`config.mk`:
```
export PLATFORM = sky130hd
export DESIGN_NAME = riscv_mem_access_unit
export DESIGN_NICKNAME = d
export VERILOG_FILES = /design/src/rtl/riscv_mem_access_unit.sv
export SDC_FILE = /design/constraint.sdc
export NUM_CORES = 1
export LEC_CHECK = 0
export BUFFER_PORTS_ARGS = -buffer_cell sky130_fd_sc_hd__buf_2
export CAP_MARGIN = 20
export CORE_ASPECT_RATIO = 1.25
export CORE_MARGIN = 4
export CORE_UTILIZATION = 49
export CTS_CLUSTER_DIAMETER = 40
export DETAILED_ROUTE_END_ITERATION = 10
export PLACE_DENSITY_LB_ADDON = 0.05
export SLEW_MARGIN = 20
export SYNTH_ARGS = -nofsm -noshare
export SYNTH_HDL_FRONTEND = slang
export SYNTH_SLANG_ARGS = --single-unit
```
`constraint.sdc`:
```
create_clock -name clk -period 1.93 [get_ports clk]
set_input_delay 0.193 -clock clk [delete_from_list [all_inputs] [get_ports clk]]
set_output_delay 0.193 -clock clk [all_outputs]
set_load 0.02 [all_outputs]
```
`src/rtl/riscv_mem_access_unit.sv`:
```
// MEM stage: one outstanding data-memory transaction with byte-lane steering and load extension.
// Optional misaligned-access trap is enabled by defining RISCV_MEM_MISALIGN_TRAP_EN.
module riscv_mem_access_unit #(
  parameter int ADDR_W = 32
) (
  input  logic              clk,
  input  logic              rst_n,
  input  logic [31:0]       alu_result_in,
  input  logic [31:0]       rs2_data_in,
  input  logic [4:0]        rd_addr_in,
  input  logic [31:0]       pc_plus4_in,
  input  logic [2:0]        funct3_in,
  input  logic              reg_write_in,
  input  logic              mem_read_in,
  input  logic              mem_write_in,
  input  logic              mem_to_reg_in,
  input  logic              jump_in,
  output logic              dmem_req,
  output logic              dmem_we,
  output logic [ADDR_W-1:0] dmem_addr,
  output logic [31:0]       dmem_wdata,
  output logic [3:0]        dmem_be,
  input  logic              dmem_ready,
  input  logic [31:0]       dmem_rdata,
  output logic              mem_stall,
  output logic [31:0]       wb_result,
  output logic [4:0]        wb_rd_addr,
  output logic              wb_reg_write,
  output logic              misalign,
  output logic              dbg_state
);

  // Handshake: dmem_req stays high with stable addr/we/be/wdata until the cycle
  // dmem_ready is seen high; that cycle carries the read data and ends the transfer.
  typedef enum logic {IDLE = 1'b0, BUSY = 1'b1} state_t;

  state_t      r_state;
  logic [1:0]  r_addr_lo;
  logic [2:0]  r_funct3;
  logic        w_mem_op;
  logic        w_trap;
  logic [1:0]  w_a;
  logic [31:0] w_wdata;
  logic [3:0]  w_be;
  logic [7:0]  w_byte;
  logic [15:0] w_half;
  logic [31:0] w_load;

  assign w_a      = alu_result_in[1:0];
  assign w_mem_op = mem_read_in | mem_write_in;

`ifdef RISCV_MEM_MISALIGN_TRAP_EN
  logic r_misalign;
  // funct3[1] set means a word-sized access (including the unused encodings).
  assign w_trap   = w_mem_op &&
                    ((funct3_in[1:0] == 2'b01 && w_a[0]) || (funct3_in[1] && w_a != 2'b00));
  assign misalign = r_misalign;
`else
  assign w_trap   = 1'b0;
  assign misalign = 1'b0;
`endif

  assign dbg_state = r_state;

  always_comb begin
    mem_stall = 1'b0;
    case (r_state)
      IDLE: mem_stall = w_mem_op && !w_trap;
      BUSY: mem_stall = !dmem_ready;
      default: mem_stall = 1'b0;
    endcase
  end

  always_comb begin
    w_wdata = rs2_data_in;
    w_be    = 4'b1111;
    case (funct3_in)
      3'b000: begin
        w_wdata = {4{rs2_data_in[7:0]}};
        w_be    = 4'b0001 << w_a;
      end
      3'b001: begin
        w_wdata = {2{rs2_data_in[15:0]}};
        w_be    = w_a[1] ? 4'b1100 : 4'b0011;
      end
      default: begin
        w_wdata = rs2_data_in;
        w_be    = 4'b1111;
      end
    endcase
  end

  // Extraction uses the address bits captured at issue, not the live inputs.
  always_comb begin
    case (r_addr_lo)
      2'd0:    w_byte = dmem_rdata[7:0];
      2'd1:    w_byte = dmem_rdata[15:8];
      2'd2:    w_byte = dmem_rdata[23:16];
      default: w_byte = dmem_rdata[31:24];
    endcase
    w_half = r_addr_lo[1] ? dmem_rdata[31:16] : dmem_rdata[15:0];
    case (r_funct3)
      3'b000:  w_load = {{24{w_byte[7]}}, w_byte};
      3'b100:  w_load = {24'd0, w_byte};
      3'b001:  w_load = {{16{w_half[15]}}, w_half};
      3'b101:  w_load = {16'd0, w_half};
      default: w_load = dmem_rdata;
    endcase
  end

  always_ff @(posedge clk or negedge rst_n) begin
    if (!rst_n) begin
      r_state      <= IDLE;
      r_addr_lo    <= 2'd0;
      r_funct3     <= 3'd0;
      dmem_req     <= 1'b0;
      dmem_we      <= 1'b0;
      dmem_addr    <= '0;
      dmem_wdata   <= 32'd0;
      dmem_be      <= 4'd0;
      wb_result    <= 32'd0;
      wb_rd_addr   <= 5'd0;
      wb_reg_write <= 1'b0;
`ifdef RISCV_MEM_MISALIGN_TRAP_EN
      r_misalign   <= 1'b0;
`endif
    end else begin
`ifdef RISCV_MEM_MISALIGN_TRAP_EN
      r_misalign <= 1'b0;
`endif
      case (r_state)
        IDLE: begin
          if (w_trap) begin
`ifdef RISCV_MEM_MISALIGN_TRAP_EN
            r_misalign <= 1'b1;
`endif
            wb_result    <= alu_result_in;
            wb_rd_addr   <= rd_addr_in;
            wb_reg_write <= 1'b0;
          end else if (w_mem_op) begin
            // A store takes priority when both read and write are requested.
            dmem_req     <= 1'b1;
            dmem_we      <= mem_write_in;
            dmem_addr    <= {alu_result_in[ADDR_W-1:2], 2'b00};
            dmem_be      <= mem_write_in ? w_be : 4'b1111;
            dmem_wdata   <= mem_write_in ? w_wdata : 32'd0;
            r_addr_lo    <= w_a;
            r_funct3     <= funct3_in;
            wb_reg_write <= 1'b0;
            r_state      <= BUSY;
          end else begin
            wb_result    <= jump_in ? pc_plus4_in : alu_result_in;
            wb_rd_addr   <= rd_addr_in;
            wb_reg_write <= reg_write_in;
          end
        end
        BUSY: begin
          if (dmem_ready) begin
            dmem_req     <= 1'b0;
            wb_result    <= mem_to_reg_in ? w_load : alu_result_in;
            wb_rd_addr   <= rd_addr_in;
            wb_reg_write <= reg_write_in;
            r_state      <= IDLE;
          end
        end
        default: r_state <= IDLE;
      endcase
    end
  end

endmodule

```
==> results.ini, run 1 <==
[outcome]
status = completed

[synthesis]
synth_flop_cell = dfrtp_1
ys_types = 48
ys_ff_latch = 112
ys_seq_area_frac = 0.462
synth_edf_count = 0
ys_warn_count = 0
synth.avg_cell_area_sq_um = 9.32
synthCells = 651
synth_area_sq_um = 6070
async_flop_share = 1.00

[global_routing]
grt_use_total = 0.273
grt_max_degree = 46
antenna_found_initial = 2
grt_pass1_vias = 5952
grt_pass1_wl_um = 30800
grt.overflow.total = 0

[timing]
worst_pin_slew_ns = 0.753
grt_setup_unrepaired = no
slew_violations = 0
finalHoldViolations = 0
finalClockSkew_ns = 0.00427
finalCriticalPeriod_ns = 1.82
finalSetupViolCount = 0
tns_ns = 0
slew_headroom = 0.498
timing.fmax_mhz = 548
min_period_over_period = 0.945
finalWorstSetupSlack_ns = 0.106

[place]
dpl.cell_count = 1046
port_buffers = 251
pre_cts_ws_ns = 0.0357
gp_congestion = 0.884
dpl.hpwl_um = 15300
placed_cell_area_sq_um = 7570

[final_layout]
synthToLayoutAreaGrowth_pct = 29.5
fin_cells = 1063
final_cell_mix = 250 x buf_2, 150 x nand2_1, 112 x dfrtp_1
stdcell_area_sq_um = 7860
final_nets = 1038
layout_commonest_cell = buf_2
drive_above_1_share = 0.368
fill_cells = 1101

[worst_setup_path]
cp_data_required_time_ns = 1.74
critical_path_class = register to output port
arrival_ns = 1.63
r2r_end = wb_result[15]
cp_max_fo = 26
cpPeakStageDelay_ns = 0.49
cp-end-kind = output port
regToRegStartpoint = r_addr_lo[1]
crit_slowest_cell = dfrtp_1
rr_worst_depth = 4
rrSetupSlack_ns = 0.17
start_kind = register
crit_chain = nand2_2 -> o21ai_2 -> inv_2 -> buf_12 -> buf_2

[power]
p_int_w = 0.00492
power_switching_w = 0.00294
power_frac_clock = 0.232
powerDensity_nw_per_um2 = 1000
ir_drop_v = 0.000530
leakagePower_nw = 4.00
p_comb_frac = 0.366
p_sw_frac = 0.374
seq_power_share = 0.402

[hold_path]
hold_depth = 3
min-delay-start = rd_addr_in[1]
holdPathEnd = wb_rd_addr[1]
min_path_type = input pin to register

[die]
die-area_sq_um = 14200
rows = 45
core_sq_um = 12200
initial_core_util = 0.499
die_y_um = 132
num_io_pins = 255
die_x_um = 108

[clock_network]
cts_buffers = 9
cts_root_buffer = clkbuf_16
cts-htree-levels = 3
clk_latency_ns = 0.35
cts_sinks = 112
clk_pin_slew_ns = 0.07
cts_max_path_buffers = 2
cts_tree = built

[detailed_routing]
dr.pass1.iters = 6
drt-total-wl_um = 19600
viasPerCell = 5.50
wire_per_inst_um = 18.4
drtIter0Drc = 260
drcViolationCount = 0
final_antenna_net_count = 0
vias = 5848

[flow_run]
maxCapViolCount = 0

[flip-flops by register name, summed over array words and instances, names as in the netlist]
signal / count
dmem_wdata: 32
dmem_req: 1
r_addr_lo: 2
dmem_be: 4
wb_result: 32
wb_rd_addr: 5
wb_reg_write: 1
dmem_we: 1
r_funct3: 3
dmem_addr: 30
dbg_state: 1
[through the flow]
step / power (W) / util / hold WS, ns
floorplan: 0.00493 / - / -0.103
global placement: 0.00601 / 0.622 / 0.121
CTS: 0.00791 / 0.646 / 0.0364
global route: 0.00831 / 0.646 / 0.0356
detailed placement: 0.00609 / 0.622 / 0.120
finish: 0.00786 / 0.646 / 0.0400
[power by group through the flow]
stage                     clock network, W  registers [W]  logic (W)
final                              0.00182        0.00316    0.00288
after global routing               0.00197        0.00322    0.00312
after CTS                          0.00185        0.00316    0.00290
after detailed placement                 0        0.00320    0.00290
after global placement                   0        0.00318    0.00284
after floorplan                          0        0.00374    0.00118
[layout make-up]
class	count	area (sq um)	share of cell area
sequential	112	2800	0.357
clock inverter	3	45.0	0.00573
multi-input combinational	482	2990	0.380
antenna	2	5.00	0.000637
tap	164	205	0.0261
timing repair buffer	282	1560	0.198
clock buffer	11	233	0.0296
inverter	7	26.3	0.00334
[layer usage]
| metal | vias up | routed length [um] | global-route usage |
|---|---|---|---|
| li1 | 2771 | - | - |
| met1 | 2780 | 7540 | 0.331 |
| met2 | 255 | 10000 | 0.485 |
| met3 | 42 | 1500 | 0.0556 |
| met4 | 0 | 521 | 0.0842 |
| met5 | - | 0 | 0 |
[synthesized netlist by cell type, types with 3 or more instances]
cell type    n  area share
nand3b_1     5      0.0062
o2bb2ai_1    7       0.010
inv_1        7      0.0043
a21oi_1     37       0.031
a211oi_2    10       0.021
a211oi_1    10       0.012
nand2b_1     3      0.0031
clkbuf_1    21       0.013
o31ai_1     17       0.021
a22o_1      23       0.033
a2111oi_0    3      0.0043
buf_1        4      0.0025
buf_6        3      0.0056
nor3_1      17       0.014
o21ai_0     28       0.023
mux2i_1     61        0.10
nand2_1    151       0.093
buf_2       15       0.012
dfrtp_1    112        0.46
and2_1       9      0.0093
o211ai_1     5      0.0062
nor2_1      35       0.022
o41ai_1      7       0.010
nor2b_1     14       0.014
or2_2       12       0.012
buf_4        9       0.011
[cell families after synthesis]
| group | after synthesis | share of synthesized area |
|---|---|---|
| AO/OA/AOI/OAI | 163 | 0.196 |
| AND/OR/NAND/NOR | 251 | 0.182 |
| flip-flops | 112 | 0.462 |
| buffers and inverters | 59 | 0.0489 |
| other | 1 | 0.000618 |
| multiplexers | 65 | 0.111 |
[timing repair]
item,CTS,global route
setup endpoints to repair,1,2
endpoints found under the hold margin,22,0
resized for setup,1,1
setup buffers,0,0
hold buffers,1,0
[critical path, delay by kind of cell (launching register included)]
| family | cells | cell delay [ns] |
|---|---|---|
| compound gates | 1 | 0.08 |
| buf+inv | 3 | 0.59 |
| flops | 1 | 0.49 |
| simple gates | 1 | 0.12 |
[worst max path at each step]
stage / startpoint / endpoint / slack [ns] / cells after the start
floorplan: dbg_state / wb_result[18] / 0.33 / 6
global placement: dbg_state / wb_result[3] / 0.20 / 4
detailed placement: dbg_state / wb_result[3] / 0.04 / 4
CTS: dbg_state / wb_result[3] / 0.03 / 4
global route: dbg_state / mem_stall / 0.03 / 5
finish: dbg_state / mem_stall / 0.11 / 5
(Power assumes the default switching activity.)
==> run 2, diff against run 1 <==
BUFFER_PORTS_ARGS = -buffer_cell sky130_fd_sc_hd__buf_4   (was -buffer_cell sky130_fd_sc_hd__buf_2)
==> run 2 against run 1 <==
Net effect: non-clock buffer count decreased by 4; register-to-register slack got worse by 0.05 ns; via count increased by 1.2%; sequential share of layout area decreased by 2.4 points; flip-flop and latch count unchanged; power increased by 5.5%; cell count decreased by 0.47%; worst hold slack about the same; core utilization increased by 4.7 points; worst setup slack improved by 0.016 ns; largest power group is now combinational logic; wire length increased by 4.0%.
==> results.ini, run 2 (synthesis results as in run 1) <==
[clock_network]
cts.hold.buffers_added = 1
clk_latency_ns = 0.35
cts_sinks = 112
cts_buffers = 9
cts_tree = built
cts_root_buffer = clkbuf_16
cts_resized = 0
postCtsSetupRepairBufs = 0
cts-htree-levels = 3
clk_pin_slew_ns = 0.07
cts_max_path_buffers = 2

[die]
core_sq_um = 12200
die-area_sq_um = 14200
num_io_pins = 255
rows = 45
initial_core_util = 0.499
die_y_um = 132
die_x_um = 108

[timing]
finalHoldViolations = 0
grt_setup_unrepaired = no
slew_violations = 0
finalSetupViolCount = 0
finalCriticalPeriod_ns = 1.81
min_period_over_period = 0.937
timing.fmax_mhz = 553
tns_ns = 0
slew_headroom = 0.486
worst_pin_slew_ns = 0.770
finalClockSkew_ns = 0.00654

[global_routing]
grt_pass1_vias = 6142
grt_max_degree = 58
grt_pass1_wl_um = 31600
grt.overflow.total = 0
grt_use_total = 0.282
antenna_found_initial = 0

[worst_setup_path]
crit_slowest_cell = nor2b_1
rr_worst_depth = 4
cp_top_family = simple AND/OR/NAND/NOR gates
crit_cells = 4
path_buf_inv = 0
rrSetupSlack_ns = 0.12
cp_max_fo = 9
cp-end-kind = register
start_kind = register
cp_data_required_time_ns = 2.15
cpPeakStageDelay_ns = 0.67
startpoint = dbg_state
regToRegStartpoint = dbg_state
arrival_ns = 2.02
crit_end = wb_result[5]
crit_chain = nor2b_1 -> a221oi_1 -> a211oi_1 -> o31ai_1
r2r_end = wb_result[5]
critical_path_class = register to register

[flow_run]
maxCapViolCount = 0

[final_layout]
final_cell_mix = 274 x buf_4, 150 x nand2_1, 112 x dfrtp_1
synthToLayoutAreaGrowth_pct = 39.0
top_regs = dmem_wdata: 32 flops, wb_result: 32 flops, dmem_addr: 30 flops
n_antenna_cell = 0
final_nets = 1034
utilization = 0.694
layout_commonest_cell = buf_4
drive_above_1_share = 0.364

[power]
leakagePower_nw = 4.17
ir_drop_v = 0.000524
powerDensity_nw_per_um2 = 983

[place]
dpl.hpwl_um = 15400
port_buffers = 251
gp_congestion = 0.929

[detailed_routing]
wire_per_inst_um = 19.3
drtIter0Drc = 312
viasPerCell = 5.59
drt-total-wl_um = 20400
dr.pass1.iters = 6
drcViolationCount = 0
vias = 5917
final_antenna_net_count = 0

[hold_path]
min_path_type = input pin to register

[outcome]
status = completed

==> run 2: cell count changes in the layout (fill, tap and decap cells not counted) <==
cell,before,now
buf_4,26,274
inv_1,6,7
clkinv_2,0,1
inv_2,1,0
buf_12,5,3
clkbuf_8,0,1
nor2b_1,13,14
clkinvlp_4,2,1
diode_2,2,0
nor2b_2,1,0
buf_2,250,0
==> run 2: per-layer routing <==
metal	vias to the layer above	wire (um)	share of wire	global-route usage
met5	-	0	0	0
met4	0	663	0.033	0.114
met3	44	1540	0.076	0.0649
met2	261	10500	0.52	0.501
met1	2857	7640	0.37	0.323
li1	2755	-	-	-
==> run 2: worst min-delay path by stage <==
stage / start / endpoint / slack (ns) / depth (start not counted)
4_1_cts: rd_addr_in[4] / wb_rd_addr[4] / 0.03 / 3
3_3_place_gp: rst_n / dmem_addr[22] / 0.22 / 1
6_report: rd_addr_in[4] / wb_rd_addr[4] / 0.04 / 3
2_1_floorplan: rst_n / dbg_state / -0.10 / 0
3_5_place_dp: rst_n / dmem_addr[22] / 0.23 / 1
5_1_grt: rd_addr_in[1] / wb_rd_addr[1] / 0.03 / 3
==> run 2: worst reg2reg max path, cell delays in order (launching register included) <==
cell and delay, ns:
dfrtp_1 0.48, nor2b_1 0.67, a221oi_1 0.16, a211oi_1 0.26, o31ai_1 0.11
==> run 2: area by class of cell <==
cell class                      instances  area (sq um)
Sequential cell                       112          2800
Clock inverter                          3          42.5
Tap cell                              164           205
Fill cell                            1010          3730
Multi-Input combinational cell        482          2990
Inverter                                7          26.3
Clock buffer                           12           246
Timing Repair Buffer                  278          2130
==> run 2: through the flow <==
stage                     hold slack [ns]  power [W]  cells  instance area, sq um  setup slack [ns]
after global placement              0.216    0.00636   1042                  8140             0.253
after detailed placement            0.232    0.00646   1042                  8140             0.173
after CTS                          0.0338    0.00834   1058                  8440             0.130
after floorplan                    -0.103    0.00493    653                  6080             0.332
final                              0.0400    0.00830   1058                  8440             0.122
after global routing               0.0340    0.00870   1058                  8440            0.0219
==> run 2: power breakdown <==
group          switching [W]  internal (W)  leakage (nW)
logic                0.00182       0.00141          2.66
registers           0.000344       0.00284          1.38
clock network       0.000846       0.00104         0.139
==> run 3, diff against run 2 <==
==> constraint.sdc (replaced) <==
create_clock -name clk -period 1.93 [get_ports clk]
set_input_delay 0.0965 -clock clk [delete_from_list [all_inputs] [get_ports clk]]
set_output_delay 0.0965 -clock clk [all_outputs]
set_load 0.02 [all_outputs]
==> run 3 against run 2 <==
Net effect: maximum frequency fell by 0.39%; clock-buffer cell count shrank 1; wire length rose by 1.2%; worst hold slack worse by 0.033 ns; flip-flop and latch count did not move; largest cell class unchanged.
==> results.ini, run 3 (synthesis results as in run 1) <==
[clock_network]
clk_latency_ns = 0.34
cts_tree = built
cts_root_buffer = clkbuf_16
cts-htree-levels = 3
cts_max_path_buffers = 2
clk_pin_slew_ns = 0.07
cts_buffers = 9
cts_sinks = 112

[global_routing]
antenna_found_initial = 0
grt_use_total = 0.282
grt_max_degree = 58
grt_pass1_vias = 6291
grt.overflow.total = 0
grt_pass1_wl_um = 31900

[power]
p_comb_frac = 0.393
p_int_w = 0.00539
power_frac_clock = 0.229
p_sw_frac = 0.360
power_switching_w = 0.00303
powerDensity_nw_per_um2 = 943
ir_drop_v = 0.000578
leakagePower_nw = 4.37
p_total_w = 0.00841
seq_power_share = 0.378

[timing]
worst_pin_slew_ns = 0.603
finalHoldViolations = 0
finalClockSkew_ns = 0.00478
min_period_over_period = 0.940
finalCriticalPeriod_ns = 1.81
tns_ns = 0
finalSetupViolCount = 0
grt_setup_unrepaired = no
slew_headroom = 0.598
slew_violations = 0
timing.fmax_mhz = 551

[hold_path]
holdPathEnd = dmem_wdata[5]
min-delay-start = rs2_data_in[5]
min_path_type = input pin to register
hold_depth = 2

[detailed_routing]
dr.pass1.iters = 7
vias = 6097
drtIter0Drc = 256
viasPerCell = 5.52
drt-total-wl_um = 20600
final_antenna_net_count = 0
wire_per_inst_um = 18.6
drcViolationCount = 0

[final_layout]
top_regs = dmem_wdata: 32 flops, wb_result: 32 flops, dmem_addr: 30 flops
synthToLayoutAreaGrowth_pct = 47.0
drive_above_1_share = 0.355
final_nets = 1080
stdcell_area_sq_um = 8920
n_antenna_cell = 0
final_cell_mix = 275 x buf_4, 150 x nand2_1, 111 x dfrtp_1
layout_commonest_cell = buf_4

[die]
die_y_um = 132
rows = 45
die_x_um = 108
num_io_pins = 255
die-area_sq_um = 14200
core_sq_um = 12200
initial_core_util = 0.499

[place]
port_buffers = 251
gp_congestion = 0.892
dpl.hpwl_um = 15200
placed_cell_area_sq_um = 8120

[worst_setup_path]
rr_worst_depth = 4
regToRegStartpoint = dbg_state
crit_slowest_cell = clkinvlp_2
arrival_ns = 2.04
cp_top_family = compound AO/OA/AOI/OAI gates
cpPeakStageDelay_ns = 0.54
path_buf_inv = 1
cp-end-kind = register
cp_max_fo = 12
r2r_end = wb_result[29]
critical_path_class = register to register
cp_data_required_time_ns = 2.16
start_kind = register
crit_chain = o21ai_4 -> clkinvlp_2 -> a21oi_1 -> o31ai_1
rrSetupSlack_ns = 0.12

[flow_run]
maxCapViolCount = 0

[outcome]
status = completed

run 3: worst max-delay path by stage:
stage	startpoint	to	slack, ns	depth (start not counted)
floorplan	dbg_state	wb_result[18]	0.33	6
global route	dbg_state	wb_result[8]	0.02	4
global placement	dbg_state	wb_result[1]	0.19	6
CTS	dbg_state	wb_result[9]	0.05	4
detailed placement	dbg_state	wb_result[3]	0.07	4
finish	dbg_state	wb_result[29]	0.12	4
run 3: final cells by class:
type                       instances  area [sq um]
inverter                           7          30.0
multi-input combinational        482          3000
timing repair inverter             1          5.00
tap                              164           205
fill                             962          3240
sequential                       112          2800
clock inverter                     5          55.1
timing repair buffer             323          2570
clock buffer                      11           253
run 3: metrics by stage:
step                      utilization  std cells  hold WS [ns]  setup slack [ns]
after global placement          0.668       1042        0.0781             0.194
after global routing            0.734       1105       0.00361            0.0162
final                           0.734       1105       0.00678             0.115
after CTS                       0.732       1105      0.000709            0.0517
after floorplan                     -        653        -0.199             0.332
after detailed placement        0.668       1042        0.0868            0.0716
run 3: what timing repair did:
action | in CTS | in global routing
buffers inserted | 1 | 0
hold buffers | 45 | 0
endpoints found under the hold margin | 76 | 0
gates cloned | 1 | 0
resized for setup | 2 | 4
setup endpoints to repair | 1 | 15
run 3: power by group through the flow:
stage               Combinational (W)  Sequential [W]  Clock, W
floorplan                     0.00118         0.00374         0
global placement              0.00316         0.00320         0
detailed placement            0.00321         0.00321         0
CTS                           0.00330         0.00318   0.00195
global route                  0.00354         0.00324   0.00204
finish                        0.00330         0.00318   0.00193
run 3: per-layer routing:
layer,global-route usage,vias to the layer above,part of all wire
li1,-,2847,-
met1,0.327,2924,0.37
met2,0.504,279,0.51
met3,0.0571,47,0.081
met4,0.113,0,0.033
met5,0,-,0
